### src/rtl/par_cmd_ctrl.sv
// Parameter-bus command sequencer: preloads every slot with DEF_VAL after reset,
// then turns validated 4-byte frames (SYNC, A, V, A+V) into single-cycle writes.
module par_cmd_ctrl #(
  parameter int unsigned PAR_MAX_VAL = 255,
  parameter int unsigned ADDR_MAX    = 4,
  parameter int unsigned DEF_VAL     = 250,
  parameter logic [7:0]  SYNC        = 8'hA5,
  parameter int unsigned TIMEOUT_CYC = 1000
) (
  input  logic                                 clk,
  input  logic                                 rst,
  input  logic [7:0]                           rx_data,
  input  logic                                 rx_valid,
  output logic                                 rx_ready,
  output logic [$clog2(PAR_MAX_VAL+1)-1:0]     pw_par,
  output logic [$clog2(ADDR_MAX+1)-1:0]        addr,
  output logic                                 en,
  output logic                                 err,
  output logic                                 busy
);

  localparam int PW = $clog2(PAR_MAX_VAL + 1);
  localparam int AW = $clog2(ADDR_MAX + 1);
  localparam int IW = $clog2(ADDR_MAX + 2);
  localparam int CW = $clog2(TIMEOUT_CYC + 1);

  typedef enum logic [2:0] {
    INIT, IDLE, GET_ADDR, GET_VAL, GET_CHK, WRITE
  } state_t;

  state_t          state_q, state_d;
  logic [IW-1:0]   idx_q, idx_d;
  logic [CW-1:0]   cnt_q, cnt_d;
  logic [7:0]      a_q, a_d, v_q, v_d;
  logic [PW-1:0]   pw_par_d;
  logic [AW-1:0]   addr_d;
  logic            en_d, err_d, rx_ready_d, busy_d;
  logic            accept, frame_ok;
  logic [7:0]      sum;

  assign accept = rx_valid && rx_ready;
  // Mod-256 checksum; range checks use the full bytes before any narrowing.
  assign sum = a_q + v_q;
  assign frame_ok = (rx_data == sum) &&
                    ({24'd0, a_q} <= ADDR_MAX) &&
                    ({24'd0, v_q} <= PAR_MAX_VAL);

  always_comb begin
    state_d  = state_q;
    idx_d    = idx_q;
    cnt_d    = cnt_q;
    a_d      = a_q;
    v_d      = v_q;
    addr_d   = addr;
    pw_par_d = pw_par;
    en_d     = 1'b0;
    err_d    = 1'b0;
    case (state_q)
      INIT: begin
        if (idx_q == IW'(ADDR_MAX + 1)) begin
          state_d = IDLE;
        end else begin
          en_d     = 1'b1;
          addr_d   = AW'(idx_q);
          pw_par_d = PW'(DEF_VAL);
          idx_d    = idx_q + 1'b1;
        end
      end
      IDLE: begin
        cnt_d = '0;
        if (accept && rx_data == SYNC) state_d = GET_ADDR;
      end
      GET_ADDR, GET_VAL, GET_CHK: begin
        if (accept) begin
          cnt_d = '0;
          if (state_q == GET_ADDR) begin
            a_d     = rx_data;
            state_d = GET_VAL;
          end else if (state_q == GET_VAL) begin
            v_d     = rx_data;
            state_d = GET_CHK;
          end else if (frame_ok) begin
            en_d     = 1'b1;
            addr_d   = AW'(a_q);
            pw_par_d = PW'(v_q);
            state_d  = WRITE;
          end else begin
            err_d   = 1'b1;
            state_d = IDLE;
          end
        end else if (cnt_q == CW'(TIMEOUT_CYC - 1)) begin
          // An accepted byte on this same edge takes the branch above instead.
          err_d   = 1'b1;
          cnt_d   = '0;
          state_d = IDLE;
        end else begin
          cnt_d = cnt_q + 1'b1;
        end
      end
      WRITE:   state_d = IDLE;
      default: state_d = IDLE;
    endcase
    rx_ready_d = (state_d == IDLE) || (state_d == GET_ADDR) ||
                 (state_d == GET_VAL) || (state_d == GET_CHK);
    busy_d     = (state_d == INIT) || (state_d == WRITE);
  end

  always_ff @(posedge clk) begin
    if (rst) begin
      state_q  <= INIT;
      idx_q    <= '0;
      cnt_q    <= '0;
      a_q      <= '0;
      v_q      <= '0;
      addr     <= '0;
      pw_par   <= '0;
      en       <= 1'b0;
      err      <= 1'b0;
      rx_ready <= 1'b0;
      busy     <= 1'b1;
    end else begin
      state_q  <= state_d;
      idx_q    <= idx_d;
      cnt_q    <= cnt_d;
      a_q      <= a_d;
      v_q      <= v_d;
      addr     <= addr_d;
      pw_par   <= pw_par_d;
      en       <= en_d;
      err      <= err_d;
      rx_ready <= rx_ready_d;
      busy     <= busy_d;
    end
  end

endmodule

### config.mk
export PLATFORM = sky130hd
export DESIGN_NAME = par_cmd_ctrl
export DESIGN_NICKNAME = d
export VERILOG_FILES = /design/src/rtl/par_cmd_ctrl.sv
export SDC_FILE = /design/constraint.sdc
export NUM_CORES = 1
export LEC_CHECK = 0
export CAP_MARGIN = 20
export CORE_ASPECT_RATIO = 0.75
export CORE_MARGIN = 3
export CORE_UTILIZATION = 60
export DETAILED_ROUTE_END_ITERATION = 8
export HOLD_SLACK_MARGIN = 0.02
export PLACE_DENSITY = 0.86
export SLEW_MARGIN = 20
export SYNTH_ARGS = -nofsm -noshare
export SYNTH_HDL_FRONTEND = slang
export SYNTH_SLANG_ARGS = --single-unit
### constraint.sdc
create_clock -name clk -period 5.97 [get_ports clk]
set_input_delay 1.194 -clock clk [delete_from_list [all_inputs] [get_ports clk]]
set_output_delay 1.194 -clock clk [all_outputs]
set_load 0.02 [all_outputs]
==> run metrics <==
GRT Residual Overflow 0; Critical Path Start Type input pin; CP peak stage delay between 0.5 and 0.6 ns; RSZ-0062 raised after global routing false; Slew Viols, Final 0; initial antenna violation count 0; Num CTS Buffers 5; PwrDens 226 nW/um2; required time of the worst setup path 6.23 ns; setup repair bufs after CTS 0; Yosys top cell by area dfxtp_1; CORE AREA roughly 3500 um2; syn nets between 200 and 300; vias in the first global route about 1800; Async SR Flop Fraction 0; Post-CTS Resized 0; combinational share of power 0.126; post-route setup slack 2.99 ns; clk sinks 47; Final Hold Viols 0; top-area cell type share of the netlist area 0.408; Reg power frac 0.552; post-detail-place hpwl ~3800 um; Pleak 0.984 nW; Port Buf Inserts 25; Mapped Area ~2300 um2; routed wire length about 5000 um; worst hold-check path type flip-flop to flip-flop; Setup Crit Path Kind input pin to flip-flop; CTS root buf clkbuf_8; Post-synth EDFFs 0; largest net degree at the start of global routing 33; Die Span Y 59.7 um; Seq/Total Area, Yosys 0.408; clock network power share 0.322; die width 77.6 um; Filler cells ~250; Hold Buf Count CTS 0; switch share 0.265; initial core utilization 0.661; cell internal pwr 0.445 mW; Core Rows 18; CTS clk-pin slew, worst paths 0.09 ns; Iter 0 DRT Violations 184; run status completed; crit path cell chain clkdlybuf4s50_1 -> xnor2_1 -> nand3_1 -> nor4_1 -> nand3_1 -> nor2_1 -> a21o_2 -> o221a_2; Routed Antenna Nets 0; Yosys reg bits 47; Total GRT Usage 0.234; share of layout cells above drive strength 1 0.0797; critical path's most frequent cell nand3_1; nets between 200 and 300; ANT cells 0; crit share post-route 0.498; remaining routing DRC violations 0; CP delay by family, top simple AND/OR/NAND/NOR gates; # Max-Cap Violations 0; worst-path fanout max 13; synth unique cells 46; slowest stage cell on the critical path clkdlybuf4s50_1; Setup WS pre-CTS 2.37 ns; CTS tree yes; Setup Skew a little under 0.009 ns; final setup violation count 0; Setup TNS 0 ns; first-pass GRT wire length 8500 um; ys flop type dfxtp_1; fmax 336 MHz; Buf/Inv on CP 1; Slew headroom 0.531; arrival time at the worst endpoint 3.24 ns; clock buffer depth 2; instance count of the mapped netlist 250; Routability Congestion 0.888; Slew @ Worst Pin 0.698 ns; H-tree Lvls 2; mean area per synthesized cell 9.23 um2; Die Area 4630 um2; area delta synth->final 16.1%; clk_lat worst skew roughly 0.31 ns; Area contributors post-synth dfxtp_1, xnor2_1, nor2_1, ha_1, mux2i_1; vias 1920; Max IR drop VDD 0.162 mV; io pins 26; Ys Warns 0; vias per inst 5.89; Crit. End Element flip-flop; Final min period 2.98 ns; wire length per cell 15.0 um; Net Switching 0.160 mW; Initial DRT Pass Iterations 4
==> metal layers <==
| metal | track usage | wire, um |
|---|---|---|
| met5 | 0 | 0 |
| met4 | 0.0711 | 36 |
| met3 | 0.0482 | 421 |
| met2 | 0.354 | 2030 |
| met1 | 0.338 | 2420 |
==> synthesized netlist by cell type (3+ instances only) <==
| cell | instances |
|---|---|
| dfxtp_1 | 47 |
| clkbuf_1 | 5 |
| a21o_1 | 3 |
| o221a_2 | 5 |
| a211oi_1 | 8 |
| nor2_1 | 34 |
| nand2_1 | 26 |
| ha_1 | 10 |
| xnor2_1 | 18 |
| xor2_1 | 9 |
| a21oi_1 | 14 |
| mux2i_1 | 12 |
| inv_1 | 3 |
| nor3_1 | 3 |
| nand3_1 | 5 |
| nand4_1 | 8 |
| o21ai_0 | 4 |
==> sequential cells by signal, summed over array words and instances, names as in the netlist <==
register and count:
a_q 8, addr 3, busy 1, cnt_q 10
en 1, err 1, idx_q 3, pw_par 8
rx_ready 1, state_q 3, v_q 8
==> cell usage in the layout (no fill, tap or decap), types with 2 or more instances in the layout <==
cell type / n
a21o_1: 3
nor4_1: 2
clkinv_1: 2
nor2b_1: 2
ha_1: 10
a211oi_1: 8
clkinv_4: 2
clkbuf_8: 5
dfxtp_1: 47
nor4bb_1: 2
o221a_2: 5
nand3_1: 5
xor2_1: 9
nor2_1: 34
and3_1: 2
a21oi_1: 14
nand4_1: 8
o21a_1: 2
nor3_1: 3
clkdlybuf4s50_1: 24
inv_1: 3
xnor2_1: 18
mux2i_1: 12
nand2_1: 26
o21ai_0: 4
o32ai_1: 2
==> worst paths after layout <==
| kind | startpoint | to | slack, ns | cells after the start |
|---|---|---|---|---|
| max | rx_data[1] | pw_par[7]$_SDFFE_PP0P_ | 2.99 | 8 |
| min | pw_par[0]$_SDFFE_PP0P_ | pw_par[0]$_SDFFE_PP0P_ | 0.49 | 2 |
| max reg2reg | a_q[0]$_SDFFE_PP0P_ | pw_par[7]$_SDFFE_PP0P_ | 3.15 | 9 |
| min reg2reg | pw_par[0]$_SDFFE_PP0P_ | pw_par[0]$_SDFFE_PP0P_ | 0.49 | 2 |
==> stage by stage <==
step / std cells / power (mW) / hold slack [ns] / cell area, um2 / util
2_1_floorplan: 250 / 0.385 / 0.453 / 2310 / -
3_5_place_dp: 318 / 0.418 / 0.483 / 2590 / 0.742
4_1_cts: 326 / 0.609 / 0.499 / 2680 / 0.768
6_report: 326 / 0.605 / 0.494 / 2680 / 0.767
3_3_place_gp: 318 / 0.415 / 0.465 / 2590 / 0.742
5_1_grt: 326 / 0.632 / 0.525 / 2680 / 0.767
==> power by group through the flow <==
| stage | registers (mW) | clock network, mW | logic, mW |
|---|---|---|---|
| global placement | 0.341 | 0 | 0.0742 |
| CTS | 0.334 | 0.198 | 0.0771 |
| finish | 0.334 | 0.195 | 0.0764 |
| floorplan | 0.349 | 0 | 0.0364 |
| detailed placement | 0.341 | 0 | 0.0764 |
| global route | 0.336 | 0.213 | 0.0827 |
==> area by class of cell <==
class / instances / area, um2 / area share
clock buffer: 5 / 68.8 / 0.0257
timing repair buffer: 26 / 253 / 0.0944
inverter: 5 / 18.8 / 0.00701
clock inverter: 3 / 25.0 / 0.00935
sequential: 47 / 941 / 0.351
tap: 50 / 62.6 / 0.0234
multi-input combinational: 190 / 1310 / 0.489
==> cell families after synthesis <==
logic type / Yosys count / synth area share
muxes: 12 / 0.0521
AOI/OAI and AO/OA: 48 / 0.152
DFF: 47 / 0.408
adders and majority gates: 11 / 0.0629
xor gates and xnor gates: 27 / 0.102
and+or+nand+nor: 92 / 0.197
buffers and inverters: 13 / 0.0249
==> worst reg2reg max path: stages (launching register included) <==
cell	delay, ns
dfxtp_1	0.35
ha_1	0.24
fa_1	0.42
a211oi_2	0.27
o21bai_1	0.11
a21oi_1	0.18
xnor2_1	0.17
nor3_1	0.44
a21o_2	0.37
o221a_2	0.23
Note: power is estimated with default switching activity, not from simulation.
